--- src/rtl/decode_stage_if.sv ---
// Fetch-to-decode handshake: the fetch stage offers an instruction and its PC,
// and the decode stage answers with if_ready in the same cycle.
interface decode_stage_if;
  logic        if_valid;
  logic [31:0] if_instr;
  logic [63:0] if_pc;
  logic        if_ready;

  modport master (output if_valid, if_instr, if_pc, input if_ready);
  modport slave  (input if_valid, if_instr, if_pc, output if_ready);
endinterface

--- src/rtl/decode_stage.sv ---
// Decode stage for a small ARMv8 subset: decodes the instruction, reads operands,
// detects load-use hazards and fills the ID/EX register.
// Optional writeback bypass of operands is enabled with the macro WB_BYPASS_EN.
module decode_stage #(
  parameter int unsigned XZR_IDX = 31
) (
  input  logic          clk,
  input  logic          rst_n,
  decode_stage_if.slave fetch,
  output logic [4:0]    readReg1,
  output logic [4:0]    readReg2,
  input  logic [63:0]   readData1,
  input  logic [63:0]   readData2,
  input  logic          wbRegWrite,
  input  logic [4:0]    wbWriteReg,
  input  logic [63:0]   wbWriteData,
  input  logic          flush,
  input  logic          ex_ready,
  output logic          ex_valid,
  output logic [63:0]   ex_pc,
  output logic [63:0]   ex_op1,
  output logic [63:0]   ex_op2,
  output logic [63:0]   ex_imm,
  output logic [4:0]    ex_rd,
  output logic [1:0]    ex_alu,
  output logic          ex_regWrite,
  output logic          ex_memRead,
  output logic          ex_memWrite,
  output logic          ex_cbz,
  output logic          ex_b,
  output logic          ex_illegal
);

  localparam logic [4:0] XZR = 5'(XZR_IDX);

  logic [31:0] instr;
  logic [10:0] opc;
  logic        is_add, is_sub, is_and, is_orr, is_ldur, is_stur, is_cbz, is_b;
  logic        is_r, is_legal, use_rn, use_r2;
  logic [4:0]  rn, rd;
  logic [63:0] op1, op2, imm;
  logic [1:0]  alu;
  logic [5:0]  ctl;
  logic        load_use, advance, accept;

  assign instr = fetch.if_instr;
  assign opc   = instr[31:21];
  assign rn    = instr[9:5];
  assign rd    = instr[4:0];

  assign is_add   = (opc == 11'b10001011000);
  assign is_sub   = (opc == 11'b11001011000);
  assign is_and   = (opc == 11'b10001010000);
  assign is_orr   = (opc == 11'b10101010000);
  assign is_ldur  = (opc == 11'b11111000010);
  assign is_stur  = (opc == 11'b11111000000);
  assign is_cbz   = (instr[31:24] == 8'b10110100);
  assign is_b     = (instr[31:26] == 6'b000101);
  assign is_r     = is_add | is_sub | is_and | is_orr;
  assign is_legal = is_r | is_ldur | is_stur | is_cbz | is_b;

  // STUR and CBZ carry their second source in the Rt field, not Rm.
  assign readReg1 = rn;
  assign readReg2 = (is_stur | is_cbz) ? rd : instr[20:16];

  assign use_rn = is_r | is_ldur | is_stur;
  assign use_r2 = is_r | is_stur | is_cbz;

  // NOTE: every signal assigned in an always_comb gets a default first, so no
  // path can leave it unassigned and infer a latch.
  always_comb begin
    op1 = readData1;
    op2 = readData2;
`ifdef WB_BYPASS_EN
    if (wbRegWrite && wbWriteReg != XZR && wbWriteReg == readReg1) op1 = wbWriteData;
    if (wbRegWrite && wbWriteReg != XZR && wbWriteReg == readReg2) op2 = wbWriteData;
`endif
    if (readReg1 == XZR) op1 = '0;
    if (readReg2 == XZR) op2 = '0;
  end

`ifndef WB_BYPASS_EN
  logic unused_wb;
  assign unused_wb = &{1'b0, wbRegWrite, wbWriteReg, wbWriteData};
`endif

  always_comb begin
    imm = '0;
    if (is_ldur || is_stur) imm = {{55{instr[20]}}, instr[20:12]};
    else if (is_cbz)        imm = {{43{instr[23]}}, instr[23:5], 2'b00};
    else if (is_b)          imm = {{36{instr[25]}}, instr[25:0], 2'b00};
  end

  always_comb begin
    alu = 2'b00;
    if (is_sub)      alu = 2'b01;
    else if (is_and) alu = 2'b10;
    else if (is_orr) alu = 2'b11;
  end

  // Control bits in output order: regWrite, memRead, memWrite, cbz, b, illegal.
  assign ctl = {(is_r | is_ldur) & (rd != XZR), is_ldur, is_stur, is_cbz, is_b, ~is_legal};

  assign load_use = ex_valid & ex_memRead & (ex_rd != XZR) &
                    ((use_rn & (ex_rd == readReg1)) | (use_r2 & (ex_rd == readReg2)));
  assign advance  = ~ex_valid | ex_ready;
  assign fetch.if_ready = rst_n & ~load_use & ~flush & advance;
  assign accept   = fetch.if_valid & fetch.if_ready;

  // NOTE: sequential state is written only with non-blocking assignments so every
  // register samples the pre-edge values regardless of statement order.
  // flush implies accept=0, so a flush simply loads a bubble even when EX stalls.
  always_ff @(posedge clk) begin
    if (!rst_n) begin
      ex_valid    <= 1'b0;
      ex_pc       <= '0;
      ex_op1      <= '0;
      ex_op2      <= '0;
      ex_imm      <= '0;
      ex_rd       <= '0;
      ex_alu      <= '0;
      {ex_regWrite, ex_memRead, ex_memWrite, ex_cbz, ex_b, ex_illegal} <= '0;
    end else if (flush || advance) begin
      ex_valid <= accept;
      {ex_regWrite, ex_memRead, ex_memWrite, ex_cbz, ex_b, ex_illegal} <= accept ? ctl : 6'b0;
      if (accept) begin
        ex_pc  <= fetch.if_pc;
        ex_op1 <= op1;
        ex_op2 <= op2;
        ex_imm <= imm;
        ex_rd  <= rd;
        ex_alu <= alu;
      end
    end
  end

endmodule

--- src/flat_wrapper.sv ---
// flat-port wrapper written by rule: the top's interface ports become plain ports
module decode_stage_flat 
#(
  parameter int unsigned XZR_IDX = 31
)
  (clk, rst_n, readReg1, readReg2, readData1, readData2, wbRegWrite, wbWriteReg, wbWriteData, flush, ex_ready, ex_valid, ex_pc, ex_op1, ex_op2, ex_imm, ex_rd, ex_alu, ex_regWrite, ex_memRead, ex_memWrite, ex_cbz, ex_b, ex_illegal, fetch_if_valid, fetch_if_instr, fetch_if_pc, fetch_if_ready);
  decode_stage_if fetch_i ();
  input  logic clk;
  input  logic rst_n;
  output logic [4:0] readReg1;
  output logic [4:0] readReg2;
  input  logic [63:0] readData1;
  input  logic [63:0] readData2;
  input  logic wbRegWrite;
  input  logic [4:0] wbWriteReg;
  input  logic [63:0] wbWriteData;
  input  logic flush;
  input  logic ex_ready;
  output logic ex_valid;
  output logic [63:0] ex_pc;
  output logic [63:0] ex_op1;
  output logic [63:0] ex_op2;
  output logic [63:0] ex_imm;
  output logic [4:0] ex_rd;
  output logic [1:0] ex_alu;
  output logic ex_regWrite;
  output logic ex_memRead;
  output logic ex_memWrite;
  output logic ex_cbz;
  output logic ex_b;
  output logic ex_illegal;
  input wire logic [$bits(fetch_i.if_valid)-1:0] fetch_if_valid;
  input wire logic [$bits(fetch_i.if_instr)-1:0] fetch_if_instr;
  input wire logic [$bits(fetch_i.if_pc)-1:0] fetch_if_pc;
  output wire logic [$bits(fetch_i.if_ready)-1:0] fetch_if_ready;
  assign fetch_i.if_valid = fetch_if_valid;
  assign fetch_i.if_instr = fetch_if_instr;
  assign fetch_i.if_pc = fetch_if_pc;
  assign fetch_if_ready = fetch_i.if_ready;
  decode_stage #(.XZR_IDX(XZR_IDX)) u_core (.clk(clk), .rst_n(rst_n), .fetch(fetch_i), .readReg1(readReg1), .readReg2(readReg2), .readData1(readData1), .readData2(readData2), .wbRegWrite(wbRegWrite), .wbWriteReg(wbWriteReg), .wbWriteData(wbWriteData), .flush(flush), .ex_ready(ex_ready), .ex_valid(ex_valid), .ex_pc(ex_pc), .ex_op1(ex_op1), .ex_op2(ex_op2), .ex_imm(ex_imm), .ex_rd(ex_rd), .ex_alu(ex_alu), .ex_regWrite(ex_regWrite), .ex_memRead(ex_memRead), .ex_memWrite(ex_memWrite), .ex_cbz(ex_cbz), .ex_b(ex_b), .ex_illegal(ex_illegal));
endmodule
--- config.mk ---
export PLATFORM = sky130hd
export DESIGN_NAME = decode_stage_flat
export DESIGN_NICKNAME = d
export VERILOG_FILES = /design/src/rtl/decode_stage_if.sv /design/src/rtl/decode_stage.sv /design/src/flat_wrapper.sv
export SDC_FILE = /design/constraint.sdc
export NUM_CORES = 1
export LEC_CHECK = 0
export CAP_MARGIN = 40
export CORE_AREA = 8 8 219 221
export CTS_BUF_LIST = sky130_fd_sc_hd__clkbuf_8
export CTS_CLUSTER_SIZE = 8
export DETAILED_ROUTE_END_ITERATION = 12
export DIE_AREA = 0 0 227 229
export GPL_ROUTABILITY_DRIVEN = 0
export PLACE_DENSITY = 0.59
export SETUP_SLACK_MARGIN = 0.3
export SKIP_LAST_GASP = 1
export SLEW_MARGIN = 0
export SYNTH_ARGS = -nofsm -noshare
export SYNTH_HDL_FRONTEND = slang
export SYNTH_SLANG_ARGS = --single-unit
--- constraint.sdc ---
create_clock -name clk -period 4.3 [get_ports clk]
set_input_delay 0.645 -clock clk [delete_from_list [all_inputs] [get_ports clk]]
set_output_delay 0.645 -clock clk [all_outputs]
set_load 0.005 [all_outputs]
Word-level counts from Yosys, hierarchy flattened
Cells that the tools add are included.

Mux-type cells: 10. Bitwise operators: 26. Eq/ne operators: 14. Reduce and logical (&&, ||, !) cells: 3.

Operators with widths (count): two-way mux 64 bit (5); equality test 11 bit, second input constant (6); bitwise OR 1 bit (12); AND 1 bit (10); equality test 5 bit (2); equality test 5 bit, second input constant (2); inequality test 5 bit, second input constant (2); equality test 8 bit, second input constant (1); equality test 6 x 3 -> 1 bit, second input constant (1); two-way mux 2 bit (3); two-way mux 6 bit (1); two-way mux 5 bit (1); inverter 1 bit (4); logical OR 1 bit (2); AND reduction 2 bit (1).

Bits in registers: 270.

Depth between registers and ports, before layout
Gate-level depths: netlist of the first run.

Depth in word-level cells: 15. Depth in mapped cells: 14. Mapped depth without buffers: 8.

Worst setup path before layout of the first run
No wires, ideal clock.

Path kind: input to register. Start point: input fetch_if_instr[23]. End point: register u_core.ex_imm[62]. Buffers on the path: 5. Arrival time: 3.693 ns. Setup time: 0.119 ns. Setup slack: 0.488 ns. Stages: 13. Cells stage by stage: or4b_1 -> buf_2 -> o31ai_4 -> nand2_2 -> mux2_4 -> xor2_1 -> o41a_1 -> buf_6 -> or2_1 -> buf_6 -> buf_6 -> clkbuf_1 -> o221a_2.

Elaborated cells on any way between the ends: 29. Classes of those cells: eq/ne (7); mux (3); bitwise (17); reduce/logical (2).

RTL lines: start: declaration (RTL line flat_wrapper.sv:33) `input wire logic [$bits(fetch_i.if_instr)-1:0] fetch_if_instr;`; equality test 11 bit (RTL line decode_stage.sv:56) `assign is_stur = (opc == 11'b11111000000);`; bitwise OR 1 bit (RTL line decode_stage.sv:64) `assign readReg2 = (is_stur | is_cbz) ? rd : instr[20:16];`; two-way mux 5 bit (RTL line decode_stage.sv:64); net readReg2[4] (RTL line flat_wrapper.sv:11) `output logic [4:0] readReg2;`; equality test 5 bit (RTL line decode_stage.sv:105) `((use_rn & (ex_rd == readReg1)) | (use_r2 & (ex_rd == readReg2)));`; AND 1 bit (RTL line decode_stage.sv:105); bitwise OR 1 bit (RTL line decode_stage.sv:105); AND 1 bit (RTL line decode_stage.sv:104) `assign load_use = ex_valid & ex_memRead & (ex_rd != XZR) &`; inverter 1 bit (RTL line decode_stage.sv:107) `assign fetch.if_ready = rst_n & ~load_use & ~flush & advance;`; AND 1 bit (3 in a row) (RTL line decode_stage.sv:107); AND 1 bit (RTL line decode_stage.sv:108) `assign accept = fetch.if_valid & fetch.if_ready;`; AND reduction 2 bit (no line); end signal: assignment (RTL line decode_stage.sv:130) `ex_imm <= imm;`; end: declaration (RTL line decode_stage.sv:23) `output logic [63:0] ex_imm,`.

The timed path passes the listed nets, and every way through them passes these cells. A chain may end at the register's enable or synchronous reset.

Worst setup path after layout of the first run
Start point: input fetch_if_instr[23]. End point: output fetch_if_ready.

Word-level cells in the longest chain between the ends: 13. Elaborated cells on any way between the ends: 24. Classes of those cells: eq/ne (7); mux (1); bitwise (16).

RTL lines: equality test 11 bit, on equally long branches (RTL line decode_stage.sv:51, decode_stage.sv:52); bitwise OR 1 bit (3 in a row) (RTL line decode_stage.sv:59) `assign is_r = is_add | is_sub | is_and | is_orr;`; bitwise OR 1 bit, on equally long branches (2 in a row) (RTL line decode_stage.sv:66, decode_stage.sv:67); AND 1 bit (RTL line decode_stage.sv:105); bitwise OR 1 bit (*) (RTL line decode_stage.sv:105); AND 1 bit (*) (RTL line decode_stage.sv:104); inverter 1 bit (*) (RTL line decode_stage.sv:107); AND 1 bit (*) (3 in a row) (RTL line decode_stage.sv:107); end: declaration (RTL line flat_wrapper.sv:35) `output wire logic [$bits(fetch_i.if_ready)-1:0] fetch_if_ready;`.

Every way passes the cells marked *; elsewhere a longest branch is shown, timed or not.

==> results of run 1 <==
-- metal layers --
layer  GRT usage  share of wire  routed length (um)
met1       0.180           0.40               17200
met2       0.259           0.47               20400
met3      0.0587          0.097                4230
met4      0.0672          0.036                1580
met5           0              0                   0
-- cells by family after synthesis --
group | share of synthesized area
muxes | 0.0717
xor gates and xnor gates | 0.00623
AOI/OAI and AO/OA | 0.224
and+or+nand+nor | 0.140
buffers and inverters | 0.0822
DFF | 0.476
-- cells in the final DEF, fill, tap and decap left out, drive strengths merged, types with 2 or more instances in the layout --
| master | Yosys | final |
|---|---|---|
| dlygate4sd2 | 0 | 2 |
| xor2 | 3 | 3 |
| or2 | 2 | 2 |
| o221a | 19 | 19 |
| nand3 | 4 | 4 |
| inv | 6 | 24 |
| nor2 | 12 | 12 |
| and3 | 3 | 3 |
| nand2 | 300 | 300 |
| o221ai | 7 | 7 |
| o21ai | 220 | 220 |
| diode | 0 | 4 |
| o211ai | 65 | 65 |
| nor3 | 9 | 9 |
| clkdlybuf4s50 | 0 | 505 |
| nor2b | 2 | 2 |
| mux2i | 69 | 69 |
| clkbuf | 86 | 57 |
| xnor2 | 4 | 4 |
| nor4 | 3 | 3 |
| clkinvlp | 0 | 2 |
| or4bb | 2 | 2 |
| o31ai | 2 | 2 |
| o21a | 3 | 3 |
| dfxtp | 234 | 234 |
| a21oi | 11 | 11 |
| buf | 59 | 58 |
| a31oi | 3 | 3 |
| clkinv | 1 | 6 |
| a22o | 14 | 14 |
-- metrics by stage --
step / power (mW) / TNS [ns] / util
global route: 5.95 / 0 / 0.370
detailed placement: 3.47 / -1.81 / 0.348
CTS: 5.78 / 0 / 0.370
finish: 5.67 / 0 / 0.370
global placement: 3.44 / -8.52 / 0.347
floorplan: 2.78 / 0 / -
-- worst reg2reg max path: cells and delay by family (launching register included) --
kind / cells / cell delay [ns]
buffers and inverters: 3 / 0.54
DFF: 1 / 0.58
and+or+nand+nor: 2 / 0.41
AOI/OAI and AO/OA: 4 / 0.98
-- sequential cells by signal (all words and copies together), names as in the netlist --
register	cells
u_core.ex_illegal	1
u_core.ex_rd	5
u_core.ex_pc	64
u_core.ex_op2	64
u_core.ex_imm	28
u_core.ex_memRead	1
u_core.ex_valid	1
u_core.ex_op1	64
u_core.ex_b	1
u_core.ex_cbz	1
u_core.ex_regWrite	1
u_core.ex_memWrite	1
u_core.ex_alu	2
-- power groups by stage --
stage	sequential (mW)	clock (mW)	combinational, mW
floorplan	2.44	0	0.335
global placement	2.43	0	1.01
detailed placement	2.44	0	1.03
CTS	2.39	2.34	1.04
global route	2.41	2.43	1.10
finish	2.39	2.25	1.03
-- worst max-delay path by stage --
| stage | start | to | slack (ns) | cells after the start |
|---|---|---|---|---|
| after floorplan | fetch_if_instr[23] | u_core.ex_imm[62] | 0.49 | 13 |
| after global placement | fetch_if_instr[27] | fetch_if_ready | -0.28 | 11 |
| after detailed placement | fetch_if_instr[27] | fetch_if_ready | -0.20 | 10 |
| after CTS | fetch_if_instr[23] | fetch_if_ready | 0.31 | 11 |
| after global routing | fetch_if_instr[23] | fetch_if_ready | 0.21 | 12 |
| final | fetch_if_instr[23] | fetch_if_ready | 0.27 | 11 |
-- final cells by class --
class | count | area (sq um) | share of cell area
multi-input combinational | 773 | 4420 | 0.267
tap | 600 | 751 | 0.0454
clock buffer | 57 | 785 | 0.0474
antenna | 4 | 10.0 | 0.000605
sequential | 234 | 4680 | 0.283
clock inverter | 26 | 138 | 0.00832
inverter | 7 | 26.3 | 0.00159
timing repair buffer | 565 | 5720 | 0.346
-- timing repair --
action,in CTS,in global routing
setup buffers,2,0
resized for setup,13,0
pin swaps,6,0
setup endpoints to repair,2,1
cloned,0,0
==> impl_metrics.yaml, run 1 <==
detailed_routing:
  vias: 10242
  drt_iter0_drc: 695
  drc: 0
  dr.pass1.iters: 5
  wl_per_cell_um: 19.2
  viasPerCell: 4.52
  ant_nets: 0
  finalWirelength_um: 43500
global_route:
  grt_overflow: 0
  antenna_found_initial: 5
  track_usage: 0.157
  grt_max_degree: 114
  grt_pass1_wl_um: 63800
  grt_pass1_vias: 10443
power_and_ir_drop:
  powerDensity_nw_per_um2: 343
  p_clk_frac: 0.397
  p_sw_frac: 0.264
  comb_power_share: 0.181
  pwr-share-seq: 0.422
  ir_worst_vdd_v: 0.000191
  internal_power_mw: 4.17
  power.leakage_nw: 5.98
  power.switching_mw: 1.49
critical_path:
  critPathMaxStageDelay_ns: 0.58
  crit_path_max_fanout: 7
  cp_slowest_cell: "or4b_4"
  critPathTopFamily: "simple AND/OR/NAND/NOR gates"
  critPathCaptureType: "output pin"
  start_kind: "input pin"
  arrival_ns: 3.38
  crit_buf_inv: 3
  critical_path_class: "in -> out"
  cp.required_ns: 3.65
  r2r_cells: 9
  timing.rr.start: "u_core.ex_rd[0]"
  path_cells: "clkdlybuf4s50_1 -> or4b_4 -> o31ai_4 -> nand2_4 -> mux2i_4 -> buf_6 -> o2bb2ai_1 -> nor4_1 -> nor2_1 -> o21a_1 -> buf_2"
  ff2ff_setup_slack_ns: 1.66
  regToRegEndpoint: "u_core.ex_pc[21]"
hold_path:
  hold-path-endpoint: "u_core.ex_pc[63]"
  hold_depth: 2
  hp-start: "u_core.ex_pc[63]"
  min_path_type: "reg -> reg"
layout:
  drive_gt1_frac: 0.0951
  finalNonFillerCells: 2266
  finalNetCount: 1926
  fillers: 4602
  syn_to_final_growth_pct: 68.0
  finish.instance_area_sq_um: 16500
clock_network:
  cts.hold.buffers_added: 0
  clock-sinks: 234
  clk_latency_ns: 0.60
  cts_buffers: 46
  cts_tree: "built"
  cts_buffer_depth: 3
  h-tree-depth: 2
  clk_pin_slew_worst_paths_ns: 0.05
  cts_root_buf: "clkbuf_8"
sta:
  finalSetupViolations: 0
  max_freq_ghz: 0.248
  max_slew_margin: 0.445
  period_share: 0.936
  skew_ns: 0.0413
  slew_viol_final: 0
  tightest_slew_ns: 0.833
  finalHoldViolCount: 0
  fin_crit_ns: 4.03
  worst_slack_ns: 0.274
  hold_ws_ns: 0.452
  rsz0062_at_grt: "yes"
placed_design:
  dpl_worst_slack_ns: -0.199
  place_inst: 2177
  placed_area_sq_um: 15600
  port_buffers: 509
  hpwl_um: 32100
synth:
  synth-seq-cells: 234
  syn_area_sq_um: 9840
  netlist.area_leader.share: 0.476
  yosysTopAreaCell: "dfxtp_1"
  ys_types: 49
  synthCells: 1159
  ys_warn_count: 0
  async_reset_ff_frac: 0
  synth-edff-count: 0
  ys.flop_type: "dfxtp_1"
  post-synth-top-count-cell: "nand2_1"
  ys_top_cells_by_area: "dfxtp_1, nand2_1, o21ai_0, mux2i_1, o211ai_1"
  syn_nets: 1458
  avgSynthCellArea_sq_um: 8.49
  seq_area_frac_synth: 0.476
  ys_top_cells_by_count: "nand2_1, dfxtp_1, o21ai_0"
die:
  die_w_um: 227
  die_h_um: 229
  num_rows: 78
  design.core.area_sq_um: 44700
  dieArea_sq_um: 52000
  io_pins: 580
  start_util: 0.220
run:
  maxCapViolCount: 0
run_status:
  status: "finished clean"
No activity file was read; power rests on OpenSTA's default activity.
==> run 2, diff against run 1 <==
--- a/config.mk
+++ b/config.mk
@@ -14,4 +14,5 @@
 export GPL_ROUTABILITY_DRIVEN = 0
 export PLACE_DENSITY = 0.59
+export REMOVE_ABC_BUFFERS = 1
 export SETUP_SLACK_MARGIN = 0.3
 export SKIP_LAST_GASP = 1
==> constraint.sdc (replaced) <==
create_clock -name clk -period 4.3 [get_ports clk]
set_input_delay 0.645 -clock clk [delete_from_list [all_inputs] [get_ports clk]]
set_output_delay 0.645 -clock clk [all_outputs]
set_load 0.01 [all_outputs]
==> run 2 against run 1 <==
Compared with the run above: first-iteration DRC count fell by 8.1%; global-route usage shrank 1.2 points; largest power group unchanged; critical endpoint is now readReg2[1]; count of clock-buffer cells in the layout is 5 lower; non-clock buffer count is 3 lower; design area down 0.66%.
==> impl_metrics.yaml, run 2 (synthesis gave the netlist of run 1 again) <==
sta:
  skew_ns: 0.0213
  finalSetupViolations: 0
  tightest_slew_ns: 0.947
  worst_slack_ns: 0.361
  period_share: 0.916
  rsz0062_at_grt: "yes"
  max_freq_ghz: 0.254
  finalHoldViolCount: 0
  fin_crit_ns: 3.94
  max_slew_margin: 0.369
  slew_viol_final: 0
  setup-tns-final_ns: 0
critical_path:
  critPathMaxStageDelay_ns: 0.56
  crit_path_max_fanout: 5
  cp_common_cell: "buf_4"
  critical_path_class: "in -> out"
  cp.required_ns: 3.65
  path_cells: "clkdlybuf4s50_1 -> or4b_4 -> o31ai_4 -> nand2_2 -> buf_4 -> mux2i_2 -> buf_4 -> buf_4 -> inv_1 -> clkdlybuf4s50_1"
  critPathTopFamily: "buffers and inverters"
  arrival_ns: 3.29
  ff2ff_setup_slack_ns: 1.67
  cp_slowest_cell: "clkdlybuf4s50_1"
  start_kind: "input pin"
  critPathCaptureType: "output pin"
  crit_buf_inv: 6
clock_network:
  h-tree-depth: 2
  cts_buffer_depth: 3
  cts.hold.buffers_added: 0
  cts_root_buf: "clkbuf_8"
  clk_latency_ns: 0.58
  clk_pin_slew_worst_paths_ns: 0.06
  cts_buffers: 43
  cts_tree: "built"
  clock-sinks: 234
layout:
  finish.instance_area_sq_um: 16400
  finalNetCount: 1920
  largest_registers: "u_core.ex_op1 (64), u_core.ex_op2 (64), u_core.ex_pc (64)"
  layout_commonest_cell: "clkdlybuf4s50_1"
  syn_to_final_growth_pct: 66.9
  final_cell_mix: "clkdlybuf4s50_1, nand2_1, dfxtp_1, o21ai_0, mux2i_1"
  drive_gt1_frac: 0.0926
  finalNonFillerCells: 2254
global_route:
  grt_pass1_vias: 10177
  grt_overflow: 0
  grt_max_degree: 106
  antenna_found_initial: 1
  track_usage: 0.145
  grt_pass1_wl_um: 60600
power_and_ir_drop:
  finalPower_mw: 5.68
  power.leakage_nw: 5.91
  ir_worst_vdd_v: 0.000218
  powerDensity_nw_per_um2: 346
die:
  start_util: 0.220
  die_w_um: 227
  die_h_um: 229
  dieArea_sq_um: 52000
  design.core.area_sq_um: 44700
  io_pins: 580
  num_rows: 78
placed_design:
  dpl_worst_slack_ns: -0.174
  port_buffers: 509
  hpwl_um: 29100
  placed_area_sq_um: 15500
  place_inst: 2173
detailed_routing:
  drt_iter0_drc: 639
  drc: 0
  finalWirelength_um: 40500
  ant_nets: 0
  wl_per_cell_um: 18.0
  viasPerCell: 4.51
  dr.pass1.iters: 5
  vias: 10174
run:
  maxCapViolCount: 0
run_status:
  status: "finished clean"
hold_path:
  min_path_type: "reg -> reg"
run 2: changes by cell type in the layout (fill, tap and decap cells not counted), moves of 2 or more:
cell | previous run | this run
buf_6 | 3 | 1
clkbuf_8 | 57 | 52
inv_1 | 24 | 19
buf_12 | 14 | 12
diode_2 | 4 | 1
clkinv_2 | 5 | 8
run 2: area by class of cell:
type	count	area [sq um]
Tap cell	600	751
Clock inverter	25	168
Sequential cell	234	4680
Antenna cell	1	2.50
Multi-Input combinational cell	773	4410
Clock buffer	52	716
Inverter	7	26.3
Timing Repair Buffer	562	5660
Fill cell	4595	28300
run 2: final timing paths:
path / startpoint / endpoint / cells after the start
worst max-delay path: fetch_if_instr[27] / readReg2[1] / 10
worst min-delay path: u_core.ex_op2[33] / u_core.ex_op2[33] / 2
worst max register to register: u_core.ex_rd[0] / u_core.ex_pc[14] / 9
worst min register to register: u_core.ex_op2[33] / u_core.ex_op2[33] / 2
run 2: per-layer routing:
layer / part of all wire / vias up / routed length [um] / global-route usage
li1: - / 4914 / - / -
met4: 0.030 / 0 / 1220 / 0.0531
met1: 0.41 / 4775 / 16600 / 0.170
met5: 0 / - / 0 / 0
met3: 0.097 / 68 / 3930 / 0.0537
met2: 0.46 / 417 / 18700 / 0.238
run 2: power breakdown:
part           leakage [nW]  switching (mW)  internal (mW)
logic                  3.48           0.471          0.606
clock network         0.509           0.986           1.22
registers              1.92          0.0824           2.31
run 2: per-stage QoR:
stage	hold slack, ns	util
2_1_floorplan	0.479	-
3_3_place_gp	0.441	0.346
3_5_place_dp	0.449	0.347
4_1_cts	0.438	0.367
5_1_grt	0.452	0.367
6_report	0.455	0.367
run 2: timing repair:
action                     in CTS  in global routing
buffers inserted                2                  1
setup endpoints to repair       2                  1
pin swaps                       7                  2
gates resized for setup         8                  1
run 2: worst min-delay path: cells and delay by family, from the launching register on:
family	cells	cell delay (ns)
flops	1	0.30
compound gates	1	0.06
simple gates	1	0.05
==> run 3, diff against run 2 <==
- CORE_AREA: 8 8 219 221 -> 8 8 217 219
- DIE_AREA: 0 0 227 229 -> 0 0 225 227
- PLACE_DENSITY: 0.59 -> 0.61
- SETUP_SLACK_MARGIN: 0.3 -> 0.02
==> run 3 against run 2 <==
Compared with the run above: non-clock buffer count up 6; design area is 0.53% lower; die area down 1.7%; sequential power hardly changed; critical endpoint is now fetch_if_ready; clock skew fell by 0.0057 ns; sequential cell count unchanged; critical path depth stayed put; worst hold slack lost 0.0023 ns; sequential share of layout area grew 0.15 points; global-route usage is 0.14 points higher; via count is 1.2% higher.
==> impl_metrics.yaml, run 3 (synthesis gave the netlist of run 1 again) <==
sta:
  finalHoldViolCount: 0
  skew_ns: 0.0157
  max_freq_ghz: 0.243
  setup-tns-final_ns: 0
  period_share: 0.957
  max_slew_margin: 0.494
  tightest_slew_ns: 0.758
  finalSetupViolations: 0
  rsz0062_at_grt: "no"
  fin_crit_ns: 4.12
  slew_viol_final: 0
layout:
  n_antenna_cell: 0
  layout_commonest_cell: "clkdlybuf4s50_1"
  finish.instance_area_sq_um: 16300
  finalNetCount: 1926
  syn_to_final_growth_pct: 66.0
  drive_gt1_frac: 0.0929
  final_cell_mix: "clkdlybuf4s50_1, nand2_1, dfxtp_1, o21ai_0, mux2i_1"
  largest_registers: "u_core.ex_op1 (64), u_core.ex_op2 (64), u_core.ex_pc (64)"
detailed_routing:
  wl_per_cell_um: 17.8
  ant_nets: 0
  drc: 0
  dr.pass1.iters: 5
  finalWirelength_um: 40000
  viasPerCell: 4.58
  drt_iter0_drc: 743
  vias: 10297
global_route:
  use_met1: 0.170
  use_met2: 0.231
  grt_pass1_vias: 10290
  track_usage: 0.146
  antenna_found_initial: 0
  use_met3: 0.0609
  grt_busiest_layer: "met2"
  grt_pass1_wl_um: 60100
  grt_max_degree: 97
  grt_overflow: 0
power_and_ir_drop:
  ir_worst_vdd_v: 0.000194
  powerDensity_nw_per_um2: 340
  power.leakage_nw: 5.91
die:
  design.core.area_sq_um: 43600
  num_rows: 77
  dieArea_sq_um: 51100
  io_pins: 580
  die_h_um: 227
  die_w_um: 225
  start_util: 0.226
clock_network:
  clock-sinks: 234
  cts_tree: "built"
  cts_root_buf: "clkbuf_8"
  post_cts_buffers: 0
  cts_buffer_depth: 3
  cts_buffers: 43
  h-tree-depth: 2
  clk_pin_slew_worst_paths_ns: 0.06
  clk_latency_ns: 0.57
run:
  maxCapViolCount: 0
critical_path:
  start_kind: "input pin"
  crit_path_max_fanout: 5
  critPathCaptureType: "output pin"
  arrival_ns: 3.47
  cp.required_ns: 3.65
  critical_path_class: "in -> out"
  regToRegEndpoint: "u_core.ex_op1[12]"
  r2r_cells: 8
  timing.rr.start: "u_core.ex_rd[0]"
  ff2ff_setup_slack_ns: 1.64
placed_design:
  port_buffers: 509
  placed_area_sq_um: 15500
  hpwl_um: 29000
run_status:
  status: "finished clean"
hold_path:
  hold_depth: 2
  hold-path-endpoint: "u_core.ex_op2[11]"
  min_path_type: "reg -> reg"
  hp-start: "u_core.ex_op2[11]"
[run 3: cell types whose count changed in the layout (fill, tap and decap cells not counted), sizes merged, moves of 2 or more]
cell	before	now
clkinv	9	6
clkbuf	52	54
buf	55	60
bufinv	2	0
inv	20	22
clkdlybuf4s50	505	507
[run 3: layout make-up]
| cell class | count | area, sq um |
|---|---|---|
| Inverter | 7 | 26.3 |
| Clock buffer | 54 | 743 |
| Multi-Input combinational cell | 773 | 4400 |
| Clock inverter | 21 | 95.1 |
| Tap cell | 592 | 741 |
| Sequential cell | 234 | 4680 |
| Fill cell | 4427 | 27300 |
| Timing Repair Buffer | 568 | 5650 |
[run 3: stage by stage]
stage          setup WS (ns)  hold slack (ns)   util  instances  total power, mW
6_report               0.185            0.453  0.374       2249             5.56
5_1_grt               0.0393            0.467  0.374       2249             5.83
4_1_cts                0.174            0.458  0.374       2249             5.67
3_5_place_dp          -0.118            0.448  0.355       2174             3.52
3_3_place_gp          -0.201            0.441  0.354       2171             3.50
2_1_floorplan          -5.34            0.479      -       1014             2.77
[run 3: layer usage]
metal / wire [um] / vias up / share of wire
met1: 16100 / 4791 / 0.40
li1: - / 4934 / -
met3: 4380 / 90 / 0.11
met4: 1660 / 0 / 0.042
met5: 0 / - / 0
met2: 17900 / 482 / 0.45
[run 3: worst max-delay path by stage]
stage	startpoint	end	cells past startpoint
final	fetch_if_instr[26]	fetch_if_ready	10
after CTS	fetch_if_instr[26]	fetch_if_ready	10
after global routing	fetch_if_instr[26]	fetch_if_ready	11
after global placement	fetch_if_instr[23]	fetch_if_ready	10
after floorplan	fetch_if_instr[23]	u_core.ex_imm[10]	8
after detailed placement	fetch_if_instr[23]	fetch_if_ready	10
[run 3: critical path: stages]
cell             delay, ns
clkdlybuf4s50_1       0.42
or4b_4                0.61
o31ai_4               0.28
nand2_2               0.16
mux2_4                0.36
xor2_1                0.16
nor4_1                0.29
nor2_1                0.08
o21a_1                0.18
dlygate4sd2_1         0.28
[run 3: power breakdown]
part	internal (mW)	leakage [nW]	switching (mW)
clock	1.13	0.491	0.967
combinational	0.604	3.50	0.471
sequential	2.31	1.92	0.0799
[run 3: timing repair]
item | CTS | global route
hold buffers | 0 | 0
gates resized for setup | 2 | 0
setup endpoints to repair | 1 | 0
